[src/rtl/sys_write_buffer_if.sv]
// Cache-side and system-bus-side signals of the write-through posting buffer.
// The buffer connects through the slave modport; the cache controller / bus
// model on the other side uses the master modport.
interface sys_write_buffer_if #(
  parameter int ADDR_W = 32,
  parameter int DATA_W = 32
);
  // cache write port
  logic              wr_req;
  logic [ADDR_W-1:0] wr_addr;
  logic [DATA_W-1:0] wr_data;
  logic              wr_ack;
  logic              full;
  logic              empty;
  // cache read-miss fill port
  logic              rd_req;
  logic [ADDR_W-1:0] rd_addr;
  logic [DATA_W-1:0] rd_data;
  logic              rd_done;
  // system bus
  logic              sys_strobe;
  logic              sys_rw;
  logic [ADDR_W-1:0] sys_addr;
  logic [DATA_W-1:0] sys_wdata;
  logic [DATA_W-1:0] sys_rdata;

  modport slave (
    input  wr_req, wr_addr, wr_data, rd_req, rd_addr, sys_rdata,
    output wr_ack, full, empty, rd_data, rd_done,
           sys_strobe, sys_rw, sys_addr, sys_wdata
  );

  modport master (
    output wr_req, wr_addr, wr_data, rd_req, rd_addr, sys_rdata,
    input  wr_ack, full, empty, rd_data, rd_done,
           sys_strobe, sys_rw, sys_addr, sys_wdata
  );
endinterface

[src/rtl/sys_write_buffer.sv]
// Write-through posting buffer between the cache controller and the system bus.
// Cache writes are queued and drained one per bus transaction; a read-miss fill
// is only issued once the queue is empty, so the fill observes all prior writes.
//
// state   | meaning
// --------+--------------------------------------------------------------
// IDLE    | no bus activity; picks next queued write, else a pending fill
// WR_BUS  | write transaction for the head entry, WAITSTATES cycles long
// RD_BUS  | fill read transaction at rd_addr, WAITSTATES cycles long
// RD_DONE | one cycle with rd_done high, fill data valid in rd_data
module sys_write_buffer #(
  parameter int ADDR_W     = 32,
  parameter int DATA_W     = 32,
  parameter int DEPTH      = 4,
  parameter int WAITSTATES = 2
) (
  input  logic             clk,
  input  logic             rst,
  sys_write_buffer_if.slave bus
);

  localparam int PTR_W  = $clog2(DEPTH);
  localparam int CNT_W  = PTR_W + 1;
  localparam int WAIT_W = (WAITSTATES > 1) ? $clog2(WAITSTATES) : 1;
  localparam logic [WAIT_W-1:0] WAIT_INIT = WAIT_W'(WAITSTATES - 1);

  typedef enum logic [1:0] {
    IDLE    = 2'd0,
    WR_BUS  = 2'd1,
    RD_BUS  = 2'd2,
    RD_DONE = 2'd3
  } state_t;

  state_t            state;
  logic [WAIT_W-1:0] wait_cnt;
  logic              carry;

  logic [ADDR_W-1:0] addr_mem [DEPTH];
  logic [DATA_W-1:0] data_mem [DEPTH];
  logic [PTR_W-1:0]  head;
  logic [PTR_W-1:0]  tail;
  logic [CNT_W-1:0]  count;
  logic [CNT_W-1:0]  count_nxt;
  logic              full_q;
  logic              empty_q;
  logic              push;
  logic              pop;

  logic              strobe_q;
  logic              rw_q;
  logic [ADDR_W-1:0] addr_q;
  logic [DATA_W-1:0] wdata_q;
  logic [DATA_W-1:0] rd_data_q;
  logic              rd_done_q;

  // Fills take priority over new writes: the cache is stalled while rd_req is high.
  assign push  = bus.wr_req && !full_q && !bus.rd_req;
  assign carry = (wait_cnt == '0);
  assign pop   = (state == WR_BUS) && carry;

  assign bus.wr_ack     = push;
  assign bus.full       = full_q;
  assign bus.empty      = empty_q;
  assign bus.rd_data    = rd_data_q;
  assign bus.rd_done    = rd_done_q;
  assign bus.sys_strobe = strobe_q;
  assign bus.sys_rw     = rw_q;
  assign bus.sys_addr   = addr_q;
  assign bus.sys_wdata  = wdata_q;

  // Next occupancy; a simultaneous push and pop cancel out.
  always_comb begin
    count_nxt = count;
    if (push && !pop) begin
      count_nxt = count + CNT_W'(1);
    end else if (pop && !push) begin
      count_nxt = count - CNT_W'(1);
    end
  end

  // Queue storage; stale entries are harmless because pointers define validity.
  always_ff @(posedge clk) begin
    if (push) begin
      addr_mem[tail] <= bus.wr_addr;
      data_mem[tail] <= bus.wr_data;
    end
  end

  // Queue pointers, occupancy and registered full/empty flags.
  always_ff @(posedge clk or posedge rst) begin
    if (rst) begin
      head    <= '0;
      tail    <= '0;
      count   <= '0;
      full_q  <= 1'b0;
      empty_q <= 1'b1;
    end else begin
      if (push) begin
        tail <= tail + PTR_W'(1);
      end
      if (pop) begin
        head <= head + PTR_W'(1);
      end
      count   <= count_nxt;
      full_q  <= (count_nxt == CNT_W'(DEPTH));
      empty_q <= (count_nxt == '0);
    end
  end

  // Bus sequencer with registered bus and fill outputs.
  always_ff @(posedge clk or posedge rst) begin
    if (rst) begin
      state     <= IDLE;
      wait_cnt  <= '0;
      strobe_q  <= 1'b0;
      rw_q      <= 1'b1;
      addr_q    <= '0;
      wdata_q   <= '0;
      rd_data_q <= '0;
      rd_done_q <= 1'b0;
    end else begin
      strobe_q  <= 1'b0;
      rd_done_q <= 1'b0;
      case (state)
        IDLE: begin
          if (!empty_q) begin
            state    <= WR_BUS;
            wait_cnt <= WAIT_INIT;
            strobe_q <= 1'b1;
            rw_q     <= 1'b0;
            addr_q   <= addr_mem[head];
            wdata_q  <= data_mem[head];
          end else if (bus.rd_req) begin
            state    <= RD_BUS;
            wait_cnt <= WAIT_INIT;
            strobe_q <= 1'b1;
            rw_q     <= 1'b1;
            addr_q   <= bus.rd_addr;
          end
        end
        WR_BUS: begin
          if (carry) begin
            state <= IDLE;
            rw_q  <= 1'b1;
          end else begin
            wait_cnt <= wait_cnt - WAIT_W'(1);
          end
        end
        RD_BUS: begin
          if (carry) begin
            state     <= RD_DONE;
            rd_data_q <= bus.sys_rdata;
            rd_done_q <= 1'b1;
          end else begin
            wait_cnt <= wait_cnt - WAIT_W'(1);
          end
        end
        RD_DONE: begin
          state <= IDLE;
        end
        default: begin
          state <= IDLE;
        end
      endcase
    end
  end

endmodule
[src/flat_wrapper.sv]
// flat-port wrapper written by rule: the top's interface ports become plain ports
module sys_write_buffer_flat 
#(
  parameter int ADDR_W     = 32,
  parameter int DATA_W     = 32,
  parameter int DEPTH      = 4,
  parameter int WAITSTATES = 2
)
  (clk, rst, bus_wr_req, bus_wr_addr, bus_wr_data, bus_rd_req, bus_rd_addr, bus_sys_rdata, bus_wr_ack, bus_full, bus_empty, bus_rd_data, bus_rd_done, bus_sys_strobe, bus_sys_rw, bus_sys_addr, bus_sys_wdata);
  sys_write_buffer_if #(.ADDR_W(ADDR_W), .DATA_W(DATA_W)) bus_i ();
  input  logic clk;
  input  logic rst;
  input wire logic [$bits(bus_i.wr_req)-1:0] bus_wr_req;
  input wire logic [$bits(bus_i.wr_addr)-1:0] bus_wr_addr;
  input wire logic [$bits(bus_i.wr_data)-1:0] bus_wr_data;
  input wire logic [$bits(bus_i.rd_req)-1:0] bus_rd_req;
  input wire logic [$bits(bus_i.rd_addr)-1:0] bus_rd_addr;
  input wire logic [$bits(bus_i.sys_rdata)-1:0] bus_sys_rdata;
  output wire logic [$bits(bus_i.wr_ack)-1:0] bus_wr_ack;
  output wire logic [$bits(bus_i.full)-1:0] bus_full;
  output wire logic [$bits(bus_i.empty)-1:0] bus_empty;
  output wire logic [$bits(bus_i.rd_data)-1:0] bus_rd_data;
  output wire logic [$bits(bus_i.rd_done)-1:0] bus_rd_done;
  output wire logic [$bits(bus_i.sys_strobe)-1:0] bus_sys_strobe;
  output wire logic [$bits(bus_i.sys_rw)-1:0] bus_sys_rw;
  output wire logic [$bits(bus_i.sys_addr)-1:0] bus_sys_addr;
  output wire logic [$bits(bus_i.sys_wdata)-1:0] bus_sys_wdata;
  assign bus_i.wr_req = bus_wr_req;
  assign bus_i.wr_addr = bus_wr_addr;
  assign bus_i.wr_data = bus_wr_data;
  assign bus_i.rd_req = bus_rd_req;
  assign bus_i.rd_addr = bus_rd_addr;
  assign bus_i.sys_rdata = bus_sys_rdata;
  assign bus_wr_ack = bus_i.wr_ack;
  assign bus_full = bus_i.full;
  assign bus_empty = bus_i.empty;
  assign bus_rd_data = bus_i.rd_data;
  assign bus_rd_done = bus_i.rd_done;
  assign bus_sys_strobe = bus_i.sys_strobe;
  assign bus_sys_rw = bus_i.sys_rw;
  assign bus_sys_addr = bus_i.sys_addr;
  assign bus_sys_wdata = bus_i.sys_wdata;
  sys_write_buffer #(.ADDR_W(ADDR_W), .DATA_W(DATA_W), .DEPTH(DEPTH), .WAITSTATES(WAITSTATES)) u_core (.clk(clk), .rst(rst), .bus(bus_i));
endmodule
[config.mk]
export PLATFORM = sky130hd
export DESIGN_NAME = sys_write_buffer_flat
export DESIGN_NICKNAME = d
export VERILOG_FILES = /design/src/rtl/sys_write_buffer_if.sv /design/src/rtl/sys_write_buffer.sv /design/src/flat_wrapper.sv
export SDC_FILE = /design/constraint.sdc
export NUM_CORES = 1
export LEC_CHECK = 0
export CAP_MARGIN = 30
export CORE_MARGIN = 3
export CORE_UTILIZATION = 25
export CTS_BUF_LIST = sky130_fd_sc_hd__clkbuf_8
export CTS_CLUSTER_DIAMETER = 60
export DETAILED_ROUTE_END_ITERATION = 16
export PLACE_DENSITY = 0.51
export SETUP_SLACK_MARGIN = 0.5
export SYNTH_ARGS = -nofsm -noshare
export SYNTH_HDL_FRONTEND = slang
export SYNTH_SLANG_ARGS = --single-unit
[constraint.sdc]
create_clock -name clk -period 4.8 [get_ports clk]
set_input_delay 1.44 -clock clk [delete_from_list [all_inputs] [get_ports clk]]
set_output_delay 1.44 -clock clk [all_outputs]
set_load 0.005 [all_outputs]
==> parameters.txt, run 1 <==
Parameter                              Value

Timing
  RSZ-0062 raised after global routing ... no
  Count of final setup violators ... 0
  Rel. slew slack ... 36.5%
  Endpoints failing hold ... 0
  Share of the clock period used by the worst path after layout ... 81.1%
  Maximum clock rate ... 257 MHz
  Summed negative setup slack over all endpoints ... 0 ns
  Transition time of the tightest slew-check pin ... 0.950 ns
  Worst clock skew on the final layout ... 0.0290 ns
  Minimum clock period after layout ... between 3 and 4 ns
  Max-slew violation total from the final report ... 0

Logic synthesis
  Most repeated cell in the gate-level netlist after synthesis ... edfxtp_1
  Multiplexer share of the synthesized area ... 18.0%
  Synthesized-area fraction occupied by adder cells ... 0.991%
  XOR/XNOR Fraction of Synth Area ... 0.369%
  Count of flip-flops with a built-in enable after synthesis ... ~260
  Register bit total from synthesis ... 367
  Area share of the largest cell type after synthesis ... a little under three fifths
  Leading cell types by total area after synthesis ... edfxtp_1, dfrtp_1, mux4_2, mux2_2, mux2i_1
  Synth cell count leaders ... edfxtp_1, dfrtp_1, mux2_2
  Leading area contributor after synthesis ... edfxtp_1
  Post-Synth Simple-Gate Area ... under 10%
  Complex-gate fraction of the synthesized area ... 1.76%
  Cell area after synthesis ... 0.0139 mm²
  Post-synthesis cell count ... 697
  Mapped Nets ... 840
  Number of warning messages in the yosys log ... 0
  Largest family of logic cells by synthesized area ... multiplexers
  Post-synth ARST share ... 30.2%
  Average footprint of a synthesized cell ... 19.9 µm²
  Sequential share of the synthesized area ... 75.4%
  Yosys cell types ... 36
  Synth Flop Type ... edfxtp_1

CTS
  Num CTS Buffers ... 69
  Clock transition at the registers of the reported paths ... 0.05 ns
  Root buf cell ... clkbuf_8
  Worst-case clock buffer depth ... 3
  Latest clock arrival within the worst-skew pair ... 0.61 ns
  Clock tree from TritonCTS ... done
  # H-tree levels ... 3
  Clock net sink count ... 367

Place
  Global placement routability congestion ... 0.713
  Post-DP HPWL ... 21400 µm
  Port Buf Inserts ... 233

Critical path
  Critical path origin ... bus_rd_req
  Critical path endpoint category ... primary output
  Required time at the worst-slack endpoint ... 3.36 ns
  Startpoint-to-endpoint class of the critical path ... primary input to primary output
  Longest individual stage delay on the worst path ... 0.43 ns
  Max stage delay cell, worst path ... clkdlybuf4s50_1
  CP Cell Sequence ... clkdlybuf4s50_1, or3b_4, clkinv_4, dlymetal6s2s_1
  Peak fanout along the critical path ... 3
  Worst path arrival time ... 2.45 ns
  Launching point of the worst reg2reg path ... u_core.bus.empty
  CP Launch Type ... primary input

GRT
  Global route overflow ... 0
  GRT Util Overall ... between 10% and 20%
  Wire length of the first global-routing pass ... 51800 µm
  Via count of the first global-routing pass ... 8154
  Maximum number of pins on one net before global-route repair ... 66
  Antenna violations before repair ... 7

Drt
  DRT antenna net count ... 0
  Detailed-route via count ... 7298
  DR pass1 iterations ... 4
  DRC violation total after the first TritonRoute iteration ... 303
  Average wire per standard cell ... 19.0 µm
  Post-route DRC ... 0
  Routed vias/inst ... 4.09
  Total Wirelength ... 33900 µm

Die
  Core Area ... 0.0543 mm²
  Chip Width ... 242 µm
  Top-level I/O count ... between 200 and 250
  Height of the chip ... between 200 and 250 µm
  Die footprint ... a little under 0.06 mm²
  Starting density of the core ... 25.6%
  Placement row count ... 85

Flow run
  Max-cap viol count ... 0

Cells and area
  Fraction of layout instances using a drive strength above 1 ... 24.4%
  Post-Route Utilization ... 34.3%
  Nets@finish ... 1130
  Count of filler cells inserted in the layout ... 5216
  P&R area growth vs syn ... 34.0%

Power and ir drop
  Maximum vdd ir drop ... ~0.31 mV
  Total power divided by cell area ... 587 mW/mm²
  Static leakage power ... 6.56 nW

Status
  Run status ... complete, no violations

Worst hold path
  Worst min path class ... flip-flop to flip-flop
  Launch point of the worst hold path ... u_core.bus.rd_data[27]
## final timing paths
| check | slack (ns) | end | cells past startpoint |
|---|---|---|---|
| max reg2reg | 2.53 | u_core.bus.sys_addr[9] | 5 |
| min in group asynchronous | 1.15 | u_core.state[0] | 2 |
| max | 0.91 | bus_wr_ack | 4 |
| min reg2reg | 0.50 | u_core.bus.rd_data[27] | 1 |
| max in group asynchronous | 2.75 | u_core.head[1] | 3 |
| min | 0.50 | u_core.bus.rd_data[27] | 1 |
## through the flow
stage | hold WS (ns) | worst slack (ns) | instances | power, mW | cell area (µm²)
floorplan | 0.495 | 0.840 | 697 | 6.46 | 13900
global placement | 0.490 | 0.397 | 1652 | 8.10 | 17200
detailed placement | 0.494 | 0.418 | 1654 | 8.20 | 17300
CTS | 0.507 | 0.526 | 1782 | 11.2 | 18600
global route | 0.518 | 0.875 | 1783 | 11.7 | 18600
finish | 0.501 | 0.906 | 1783 | 10.9 | 18600
## registers in the layout, indices dropped and copies added (netlist names), 2 cells and up
| name | flops |
|---|---|
| u_core.head | 2 |
| u_core.state | 2 |
| u_core.tail | 2 |
| u_core.bus.sys_wdata | 32 |
| u_core.bus.sys_addr | 32 |
| u_core.bus.rd_data | 32 |
| u_core.count | 3 |
| u_core.addr_mem | 128 |
| u_core.data_mem | 128 |
## kinds of logic (layout without fill, tap and decap cells)
group                      Yosys count  count (layout)
other                                0               1
buffers and inverters               44             390
muxes                              162             162
AOI/OAI and AO/OA                   45              45
and+or+nand+nor                     63              63
DFF                                367             367
adders and majority gates           11              11
xor gates and xnor gates             5               5
## per-layer routing
| layer | vias to the layer above | share of wire (%) | global-route usage, % |
|---|---|---|---|
| met4 | 10 | 2.2 | 3.71 |
| met2 | 227 | 46 | 18.2 |
| li1 | 3319 | - | - |
| met3 | 70 | 6.9 | 4.67 |
| met5 | - | 0.26 | 0 |
| met1 | 3672 | 44 | 15.1 |
## layout make-up
| type | count | area [µm²] | area share (%) |
|---|---|---|---|
| antenna | 1 | 2.50 | 0.0134 |
| clock buffer | 74 | 1020 | 5.47 |
| clock inverter | 53 | 310 | 1.67 |
| inverter | 9 | 42.5 | 0.229 |
| multi-input combinational | 286 | 3260 | 17.5 |
| sequential | 367 | 10500 | 56.3 |
| tap | 739 | 925 | 4.97 |
| timing repair buffer | 254 | 2580 | 13.9 |
## critical path: cells and delay by family
family / cells / cell delay, ns
buffers and inverters: 3 / 0.60
and+or+nand+nor: 1 / 0.41
## what timing repair did
item / CTS / global route
hold buffers: 0 / 0
resized for setup: 1 / 1
setup buffers: 1 / 0
setup endpoints to repair: 1 / 1
## power by group
part	internal (mW)	switching, mW
sequential	4.12	0.443
clock	1.59	1.31
combinational	2.02	1.43
total	7.74	3.18
## placed cells by master (no fill, tap or decap), drive strengths merged, types with 3 or more instances in the layout
cell / instances
clkinvlp: 5
edfxtp: 256
a21oi: 36
nor2: 35
inv: 34
o21ai: 3
buf: 21
clkinv: 20
clkdlybuf4s50: 232
bufinv: 3
clkbuf: 74
and2: 5
nor3: 3
nor2b: 4
nand2: 8
ha: 11
mux2: 66
xnor2: 5
mux4: 64
dfrtp: 109
mux2i: 32
Note: power is estimated with default switching activity, not from simulation.
==> run 2: changes to the inputs <==
Settings changed: PLACE_DENSITY 0.51 to 0.52.
Clock period 4.8 ns to 3.3 ns, I/O delays scaled along.
==> parameters.txt, run 2 (synthesis results as in run 1) <==
Parameter                              Value

Die
  Placement row count ... 85
  Chip Width ... approximately 240 µm
  Top-level I/O count ... roughly 230
  Die footprint ... 0.0584 mm²
  Core Area ... 0.0543 mm²
  Starting density of the core ... roughly a quarter
  Height of the chip ... between 200 and 250 µm

Place
  Setup WS pre-CTS ... -0.0999 ns
  Global placement routability congestion ... ~0.7
  Port Buf Inserts ... 233
  Placed Cells incl. Taps ... 1662
  Post-DP HPWL ... between 20000 and 25000 µm

GRT
  Wire length of the first global-routing pass ... 49600 µm
  Maximum number of pins on one net before global-route repair ... 52
  GRT Util Overall ... between 10% and 20%
  Global route overflow ... 0
  Antenna violations before repair ... 3
  Via count of the first global-routing pass ... 8068

Drt
  Detailed-route via count ... 7266
  Average wire per standard cell ... 18.0 µm
  Routed met2 length ... between 15000 and 20000 µm
  Post-route DRC ... 0
  DR pass1 iterations ... 4
  Routed vias/inst ... 4.06
  DRC violation total after the first TritonRoute iteration ... roughly 290
  Detailed-routing wirelength on met1 ... 13900 µm
  Met3 wirelength from detailed routing ... 2290 µm
  Topmost layer with routed signal wires ... met5
  DRT antenna net count ... 0
  Total Wirelength ... 32300 µm

Worst hold path
  Number of stages on the worst hold path ... 1
  Worst min path class ... flip-flop to flip-flop

Timing
  Minimum clock period after layout ... between 2 and 3 ns
  Endpoints failing hold ... 0
  Transition time of the tightest slew-check pin ... 0.674 ns
  Share of the clock period used by the worst path after layout ... around 84%
  Maximum clock rate ... 363 MHz
  RSZ-0062 raised after global routing ... no
  Rel. slew slack ... 55.0%
  Max-slew violation total from the final report ... 0
  Setup WS post-layout ... 0.543 ns
  Summed negative setup slack over all endpoints ... 0 ns
  Worst clock skew on the final layout ... slightly below 0.02 ns
  Worst Hold Slack ... between 0.5 and 0.6 ns
  Count of final setup violators ... 0

CTS
  Clock transition at the registers of the reported paths ... 0.05 ns
  Worst-case clock buffer depth ... 3
  Root buf cell ... clkbuf_8
  Clock tree from TritonCTS ... done
  Cts-stage hold buffer count ... 0
  # H-tree levels ... 3
  Clock net sink count ... 367
  Num CTS Buffers ... 69
  Latest clock arrival within the worst-skew pair ... 0.61 ns

Power and ir drop
  Maximum vdd ir drop ... 0.426 mV
  Total power of the final layout ... 15.9 mW
  Total power divided by cell area ... 846 mW/mm²
  Static leakage power ... 6.64 nW

Cells and area
  Area of the multi-input gates ... ~0.0033 mm²
  Storage element area ... 0.0105 mm²
  Filler-free cell count of the finished design ... 1789
  Commonest non-fill, non-tap cell in the layout ... edfxtp_1
  Fraction of layout instances using a drive strength above 1 ... between 20% and 30%
  Count of filler cells inserted in the layout ... 5236
  P&R area growth vs syn ... 35.2%
  # diodes ... 0
  Nets@finish ... between 1000 and 1500
  Commonest cells after routing, fill and taps aside ... edfxtp_1, clkdlybuf4s50_1, dfrtp_1
  Largest regs ... u_core.addr_mem x128, u_core.data_mem x128

Critical path
  CP Cell Sequence ... dlygate4sd2_1, or3b_4, clkinv_4, buf_6
  Max stage delay cell, worst path ... or3b_4
  Number of buffers and inverters on the critical path ... 3
  Worst path arrival time ... 1.77 ns
  CP top delay family ... simple AND/OR/NAND/NOR gates
  Required time at the worst-slack endpoint ... approximately 2.3 ns
  CP Launch Type ... primary input
  Critical path endpoint category ... primary output
  Path depth of the worst reg2reg path ... 7
  Startpoint-to-endpoint class of the critical path ... primary input to primary output
  Depth of the critical timing path with buffers and inverters included ... 4
  Longest individual stage delay on the worst path ... 0.39 ns
  Peak fanout along the critical path ... 2

Flow run
  Max-cap viol count ... 0

Status
  Run status ... complete, no violations
==> run 2: cell count changes in the layout (fill, tap and decap cells not counted), moves of 2 or more <==
cell,change
clkinv_2,+5
dlygate4sd2_1,+2
clkbuf_8,+4
clkdlybuf4s50_1,-2
clkinv_1,-9
buf_12,+11
buf_16,-2
inv_6,+2
==> run 2: layout make-up <==
type                       count  share of cell area [%]
multi-input combinational    286                    17.3
clock inverter                47                    1.42
inverter                       9                   0.227
timing repair buffer         263                    14.6
clock buffer                  78                    5.72
tap                          739                    4.92
sequential                   367                    55.8
==> run 2: path summary, 6_finish.rpt <==
check	start	to	slack [ns]
max	bus_rd_req	bus_wr_ack	0.54
max in group asynchronous	rst	u_core.bus.sys_addr[19]	1.88
min in group asynchronous	rst	u_core.count[0]	0.76
max reg2reg	u_core.bus.empty	u_core.bus.sys_addr[3]	1.06
min	u_core.bus.rd_data[12]	u_core.bus.rd_data[12]	0.50
min reg2reg	u_core.bus.rd_data[12]	u_core.bus.rd_data[12]	0.50
==> run 2: worst register-to-register path: cells and delay by family (launching register included) <==
family                 cells  cell delay, ns
AOI/OAI and AO/OA          1            0.06
buffers and inverters      3            0.87
DFF                        1            0.53
and+or+nand+nor            3            0.67
==> run 2: where the power goes <==
group,switching (mW),internal [mW]
Sequential,0.624,5.99
Combinational,2.03,3.02
Clock,1.89,2.33
Total,4.54,11.3
==> run 2: repair_timing <==
item	in CTS	in global routing
gates resized for setup	8	0
setup endpoints to repair	2	1
buffers inserted	2	0
pin swaps	1	1
==> run 2: layer usage <==
layer / global-route usage [%] / vias to the layer above
met1: 13.6 / 3643
met4: 3.80 / 6
met2: 18.0 / 219
met5: 0 / -
met3: 4.41 / 61
li1: - / 3337
==> run 2: through the flow <==
| stage | cell area, µm² | util, % |
|---|---|---|
| CTS | 18800 | 34.6 |
| global placement | 17400 | 32.1 |
| finish | 18800 | 34.6 |
| floorplan | 13900 | - |
| global route | 18800 | 34.6 |
| detailed placement | 17400 | 32.1 |
